### config.mk
export PLATFORM = sky130hd
export DESIGN_NAME = fifo
export DESIGN_NICKNAME = d
export VERILOG_FILES = /design/src/rtl/fifo_pkg.sv /design/src/rtl/fifo_mem.sv /design/src/rtl/fifo.sv
export SDC_FILE = /design/constraint.sdc
export NUM_CORES = 1
export LEC_CHECK = 0
export BUFFER_PORTS_ARGS = -buffer_cell sky130_fd_sc_hd__buf_4
export CORE_ASPECT_RATIO = 1.75
export CORE_UTILIZATION = 40
export CTS_BUF_LIST = sky130_fd_sc_hd__clkbuf_2
export DETAILED_ROUTE_END_ITERATION = 8
export REMOVE_ABC_BUFFERS = 1
export SLEW_MARGIN = 5
export SYNTH_ARGS = -nofsm -noshare
export SYNTH_HDL_FRONTEND = slang
export SYNTH_SLANG_ARGS = --single-unit
### constraint.sdc
create_clock -name clk -period 6.73 [get_ports clk]
set_clock_uncertainty 0.1 [all_clocks]
set_input_delay 1.346 -clock clk [delete_from_list [all_inputs] [get_ports clk]]
set_output_delay 1.346 -clock clk [all_outputs]
set_load 0.01 [all_outputs]
### src/rtl/fifo_pkg.sv
// Shared defaults and types for the router byte FIFO.
package fifo_pkg;

  localparam int DEF_DATA_WIDTH = 8;
  localparam int DEF_DEPTH      = 16;

  typedef logic [DEF_DATA_WIDTH-1:0] data_t;

endpackage

### src/rtl/fifo_mem.sv
// Register-array storage: one write port and a
// registered read port, all cleared by reset.
module fifo_mem
  import fifo_pkg::*;
#(
  parameter int DATA_WIDTH = DEF_DATA_WIDTH,
  parameter int DEPTH      = DEF_DEPTH,
  parameter int ADDR_WIDTH = $clog2(DEPTH)
) (
  input  logic                  clk,
  input  logic                  rst,
  input  logic                  we,
  input  logic [ADDR_WIDTH-1:0] waddr,
  input  logic [DATA_WIDTH-1:0] wdata,
  input  logic                  re,
  input  logic [ADDR_WIDTH-1:0] raddr,
  output logic [DATA_WIDTH-1:0] rdata
);

  logic [DATA_WIDTH-1:0] mem_q [DEPTH];
  logic [DATA_WIDTH-1:0] mem_d [DEPTH];
  logic [DATA_WIDTH-1:0] rdata_q;
  logic [DATA_WIDTH-1:0] rdata_d;

  always_comb begin
    mem_d = mem_q;
    if (we) mem_d[waddr] = wdata;
  end

  always_comb begin
    rdata_d = rdata_q;
    if (re) rdata_d = mem_q[raddr];
  end

  always_ff @(posedge clk or negedge rst) begin
    if (!rst) begin
      for (int i = 0; i < DEPTH; i++) mem_q[i] <= '0;
      rdata_q <= '0;
    end else begin
      mem_q   <= mem_d;
      rdata_q <= rdata_d;
    end
  end

  assign rdata = rdata_q;

endmodule

### src/rtl/fifo.sv
// Single-clock byte FIFO: wrap-flag pointers,
// full/empty decode and request gating.
module fifo
  import fifo_pkg::*;
#(
  parameter int DATA_WIDTH = DEF_DATA_WIDTH,
  parameter int DEPTH      = DEF_DEPTH,
  parameter int ADDR_WIDTH = $clog2(DEPTH)
) (
  input  logic [DATA_WIDTH-1:0] data_in,
  input  logic                  wr_en,
  input  logic                  clk,
  input  logic                  rst,
  output logic [DATA_WIDTH-1:0] data_out,
  input  logic                  rd_en,
  output logic                  full,
  output logic                  empty
);

  localparam logic [ADDR_WIDTH:0] PTR_ONE =
    {{ADDR_WIDTH{1'b0}}, 1'b1};

  logic [ADDR_WIDTH:0] wr_ptr_q, wr_ptr_d;
  logic [ADDR_WIDTH:0] rd_ptr_q, rd_ptr_d;
  logic                wr_acc;
  logic                rd_acc;

  // MSB is the wrap flag; index bits address the array
  assign empty = (wr_ptr_q == rd_ptr_q);
  assign full  =
    (wr_ptr_q[ADDR_WIDTH-1:0] == rd_ptr_q[ADDR_WIDTH-1:0]) &&
    (wr_ptr_q[ADDR_WIDTH] != rd_ptr_q[ADDR_WIDTH]);

  assign wr_acc = wr_en && !full;
  assign rd_acc = rd_en && !empty;

  always_comb begin
    wr_ptr_d = wr_ptr_q;
    rd_ptr_d = rd_ptr_q;
    if (wr_acc) wr_ptr_d = wr_ptr_q + PTR_ONE;
    if (rd_acc) rd_ptr_d = rd_ptr_q + PTR_ONE;
  end

  always_ff @(posedge clk or negedge rst) begin
    if (!rst) begin
      wr_ptr_q <= '0;
      rd_ptr_q <= '0;
    end else begin
      wr_ptr_q <= wr_ptr_d;
      rd_ptr_q <= rd_ptr_d;
    end
  end

  fifo_mem #(
    .DATA_WIDTH (DATA_WIDTH),
    .DEPTH      (DEPTH),
    .ADDR_WIDTH (ADDR_WIDTH)
  ) u_mem (
    .clk   (clk),
    .rst   (rst),
    .we    (wr_acc),
    .waddr (wr_ptr_q[ADDR_WIDTH-1:0]),
    .wdata (data_in),
    .re    (rd_acc),
    .raddr (rd_ptr_q[ADDR_WIDTH-1:0]),
    .rdata (data_out)
  );

endmodule

# Word-level counts from Yosys, hierarchy flattened
# Index checks and enable logic that the tools add are counted.
[op_classes]
n_addsub = 2
order_cmp = 3
eq_ne = 3
n_mux = 6
bitwise_logic = 2
n_reduce_logical = 6
[op_table]
columns = ["cell", "n"]
rows = [
  ["128-bit bitwise mux", 1],
  ["8-bit binary-select mux with 4-bit select", 1],
  ["8-bit demux with 4-bit select", 1],
  ["8-bit two-way mux", 3],
  ["5-bit by 1-bit adder with 5-bit output, second input constant", 2],
  ["5-bit greater-or-equal comparator, second input constant", 2],
  ["4-bit inverter with 5-bit output", 2],
  ["5-bit equality test", 1],
  ["5-bit by 1-bit < comparator with 1-bit output, second input constant", 1],
  ["4-bit equality test", 1],
  ["1-bit logical AND", 4],
  ["1-bit zero test", 2],
  ["1-bit != test", 1],
]
[totals]
regBits = 146
in_bits = 12
out_inout_bits = 10
wordCells = 41

# Longest topological paths before layout
[depth]
word_depth = 6
mapped_depth = 7
depth_no_buf = 5

# Hierarchy
# A second synthesis with hierarchy kept.
[hier_totals]
cells_unflattened = 432
area_unflattened_um2 = 6780.3
[modules_own_cells]
columns = ["module", "n_inst", "cells_per_inst", "area_each_um2", "seq_area_each_um2"]
rows = [
  ["fifo_mem", 1, 384, 6218.5, 3403.3],
  ["fifo", 1, 48, 561.8, 250.2],
]

# Worst setup path after synthesis
# Ideal clock, no wire load.
[synth_timing]
path_kind = "reg-to-output"
startpoint = "register wr_ptr_q[3]"
endpoint = "output port empty"
t_arrival_ps = 1702
t_required_ps = 5284
slack_ps = 3582
path_stages_with_launch = 6
n_path_buf = 2
cell_sequence = "dfrtp_1 buf_6 xor2_1 nor4_4 buf_6 and2_1"
[synth_via]
elab_chain_cells = 1
[synth_rtl]
columns = ["item", "line", "text"]
rows = [
  ["start, declared", "fifo.sv:23", "logic [ADDR_WIDTH:0] wr_ptr_q, wr_ptr_d;"],
  ["start signal, assigned", "fifo.sv:49", "wr_ptr_q <= wr_ptr_d;"],
  ["5-bit equality test", "fifo.sv:29", "assign empty = (wr_ptr_q == rd_ptr_q);"],
  ["end, declared", "fifo.sv:17", "output logic empty"],
]
# Every way passes these cells.

# Worst setup path in the final report
[layout_timing]
startpoint = "register rd_ptr_q[1]"
endpoint = "output port empty"
[layout_via]
elab_chain_cells = 1
[layout_rtl]
columns = ["item", "line", "text"]
rows = [
  ["start, declared", "fifo.sv:24", "logic [ADDR_WIDTH:0] rd_ptr_q, rd_ptr_d;"],
  ["start signal, assigned", "fifo.sv:50", "rd_ptr_q <= rd_ptr_d;"],
  ["5-bit equality test", "fifo.sv:29", ""],
]
# Every way passes these cells.

==> flow_summary.yaml <==
status:
  status: "completed"
power_and_ir_drop:
  p_leak_nw: 3.14
  p_total_mw: 3.65
  ir_drop_mv: 0.248
  power_density_nw_per_um2: 485
detailed_routing:
  wirelength_mm: 14.1
  route.vias.total: 3777
  ant_nets: 0
  viasPerCell: 5.36
  route.detailed.drc: 0
  wire_per_inst_um: 19.9
  drt_iter0_drc: 132
  dr.pass1.iters: 4
synthesis:
  yosys_warnings: 0
  synthArstFlopShare: 1.00
  mappedNetlistArea_um2: 6950
  synth.distinct_cells: 29
  synthCells: 448
  yosys.area.top_type: "dfrtp_1"
  yosysTopAreaCellShare: 0.526
  synth_area_leaders: "dfrtp_1, mux2_2, mux4_2"
  synth-seq-cells: 146
  synthFlopType: "dfrtp_1"
  synth_edf_count: 0
  syn_avg_cell_area_um2: 15.5
  yosysSeqAreaShare: 0.526
cts:
  tritoncts: "built"
  ctsHoldBuffers: 0
  h-tree-depth: 4
  cts.path.max_buffers: 2
  path_clk_slew_ps: 220
  cts_sinks: 146
  root_buffer: "clkbuf_2"
  insertion_delay_ps: 690
  cts_buffers: 17
  post_cts_resized: 0
  cts_setup_buffers: 0
final_layout:
  fillers: 1536
  final_cell_area_um2: 7520
  mostFrequentLayoutCells: "mux2_2, dfrtp_1, buf_4"
  area_delta_synth_final_pct: 8.25
  drive_above_1_share: 0.514
  final_common_cell: "mux2_2"
  fin_util: 0.444
  final_nets: 481
hold_path:
  hp-class: "flip-flop to flip-flop"
  holdPathEnd: "u_mem.mem_q[31]$_DFFE_PN0P_"
  hold_start: "u_mem.mem_q[31]$_DFFE_PN0P_"
  hold_depth: 1
setup_path:
  cp.arrival_ps: 2610
  worst-setup-path-type: "flip-flop to output port"
  critPathLaunchType: "flip-flop"
  endpoint_kind: "output port"
  critical_path_required_ps: 5280
  r2r_start: "rd_ptr_q[1]$_DFFE_PN0P_"
  crit_path_max_fanout: 30
  reg2reg_depth: 5
  rrSetupSlack_ps: 3490
  rr_endpoint: "u_mem.mem_q[9]$_DFFE_PN0P_"
timing:
  tns_ps: 0
  period_needed_ps: 4050
  finalHoldViolations: 0
  slew_viol_final: 0
  tightestPinTransition_ps: 1000
  maxClockFrequency_ghz: 0.247
  slew_headroom: 0.331
  rsz0062_at_grt: "false"
  period_share: 0.602
  setup_viol: 0
grt:
  antenna_found_initial: 1
  overflow: 0
  grt_pass1_wl_mm: 23.0
  grt_max_degree: 81
  grt_usage: 0.175
  grt_pass1_vias: 4081
placed_design:
  portBuffers: 21
  dpl.hpwl_mm: 9.48
  gp_congestion: 0.758
  dpl_cell_area_um2: 7300
floorplan:
  start_util: 0.410
  io_pins: 22
  dieArea_um2: 17900
  fp.dieW_um: 102
  core_area_um2: 16900
  die_y_um: 176
  placementRows: 63
flow_run:
  max-cap-violations: 0
-- power breakdown --
| group | leakage [nW] | switching (mW) | total [mW] | internal, mW |
|---|---|---|---|---|
| clock | 0.131 | 0.315 | 0.482 | 0.166 |
| combinational | 1.22 | 0.661 | 1.55 | 0.891 |
| sequential | 1.79 | 0.318 | 1.61 | 1.30 |
-- synthesized netlist by cell type (4+ instances only) --
library cell	n
a2111oi_4	4
a211oi_2	11
a221oi_1	8
a22o_1	8
buf_2	9
clkbuf_1	15
dfrtp_1	146
ha_1	5
inv_1	6
mux2_2	146
mux2i_1	16
mux4_2	24
nand2_1	6
nand2b_1	10
xor2_1	11
-- logic make-up (layout without fill, tap and decap cells) --
family | after synthesis | count (layout) | share of synthesized area
buf+inv | 35 | 64 | 0.0243
flops | 146 | 146 | 0.526
other cells | 0 | 1 | 0
simple gates | 23 | 23 | 0.0200
mux | 186 | 186 | 0.337
fa+ha+maj | 5 | 5 | 0.00900
xor+xnor | 14 | 14 | 0.0176
compound gates | 39 | 39 | 0.0659
-- area by class of cell --
type,count,area [um^2],area share
Clock buffer,17,85.1,0.0113
Antenna cell,1,2.50,0.000333
Inverter,6,22.5,0.00299
Timing Repair Buffer,26,199,0.0264
Tap cell,227,284,0.0378
Sequential cell,146,3660,0.486
Clock inverter,15,139,0.0185
Multi-Input combinational cell,267,3130,0.417
-- worst max-delay path, stage by stage, from the launching register on --
cell,delay (ps)
dfrtp_2,1060
xor2_1,220
nor4_4,350
and2_1,160
buf_4,110
-- routing by layer --
layer  wire [um]  up-vias  GRT usage
li1            -     1700          -
met1        5810     2028      0.216
met2        7760       38      0.299
met3         288       11     0.0337
met4         209        0     0.0616
met5           0        -          0
-- per-stage QoR --
step           std cells  setup WS, ps  hold WS [ps]
4_1_cts              704          2480           432
3_5_place_dp         672          3340           390
3_3_place_gp         672          3370           384
5_1_grt              705          2360           448
6_report             705          2680           428
2_1_floorplan        419          2190           375
-- flip-flops by register name, indices dropped and copies added (netlist names) --
register,count
u_mem.rdata,8
wr_ptr_q,5
u_mem.mem_q,128
rd_ptr_q,5
-- how the worst max path moves through the flow --
stage	startpoint	endpoint	cells after the start
detailed placement	rd_ptr_q[1]$_DFFE_PN0P_	empty	4
finish	rd_ptr_q[1]$_DFFE_PN0P_	empty	4
global route	rd_ptr_q[1]$_DFFE_PN0P_	empty	4
floorplan	rd_ptr_q[1]$_DFFE_PN0P_	empty	3
global placement	rd_ptr_q[1]$_DFFE_PN0P_	empty	4
CTS	rd_ptr_q[1]$_DFFE_PN0P_	empty	4
Note: power is estimated with default switching activity, not from simulation.
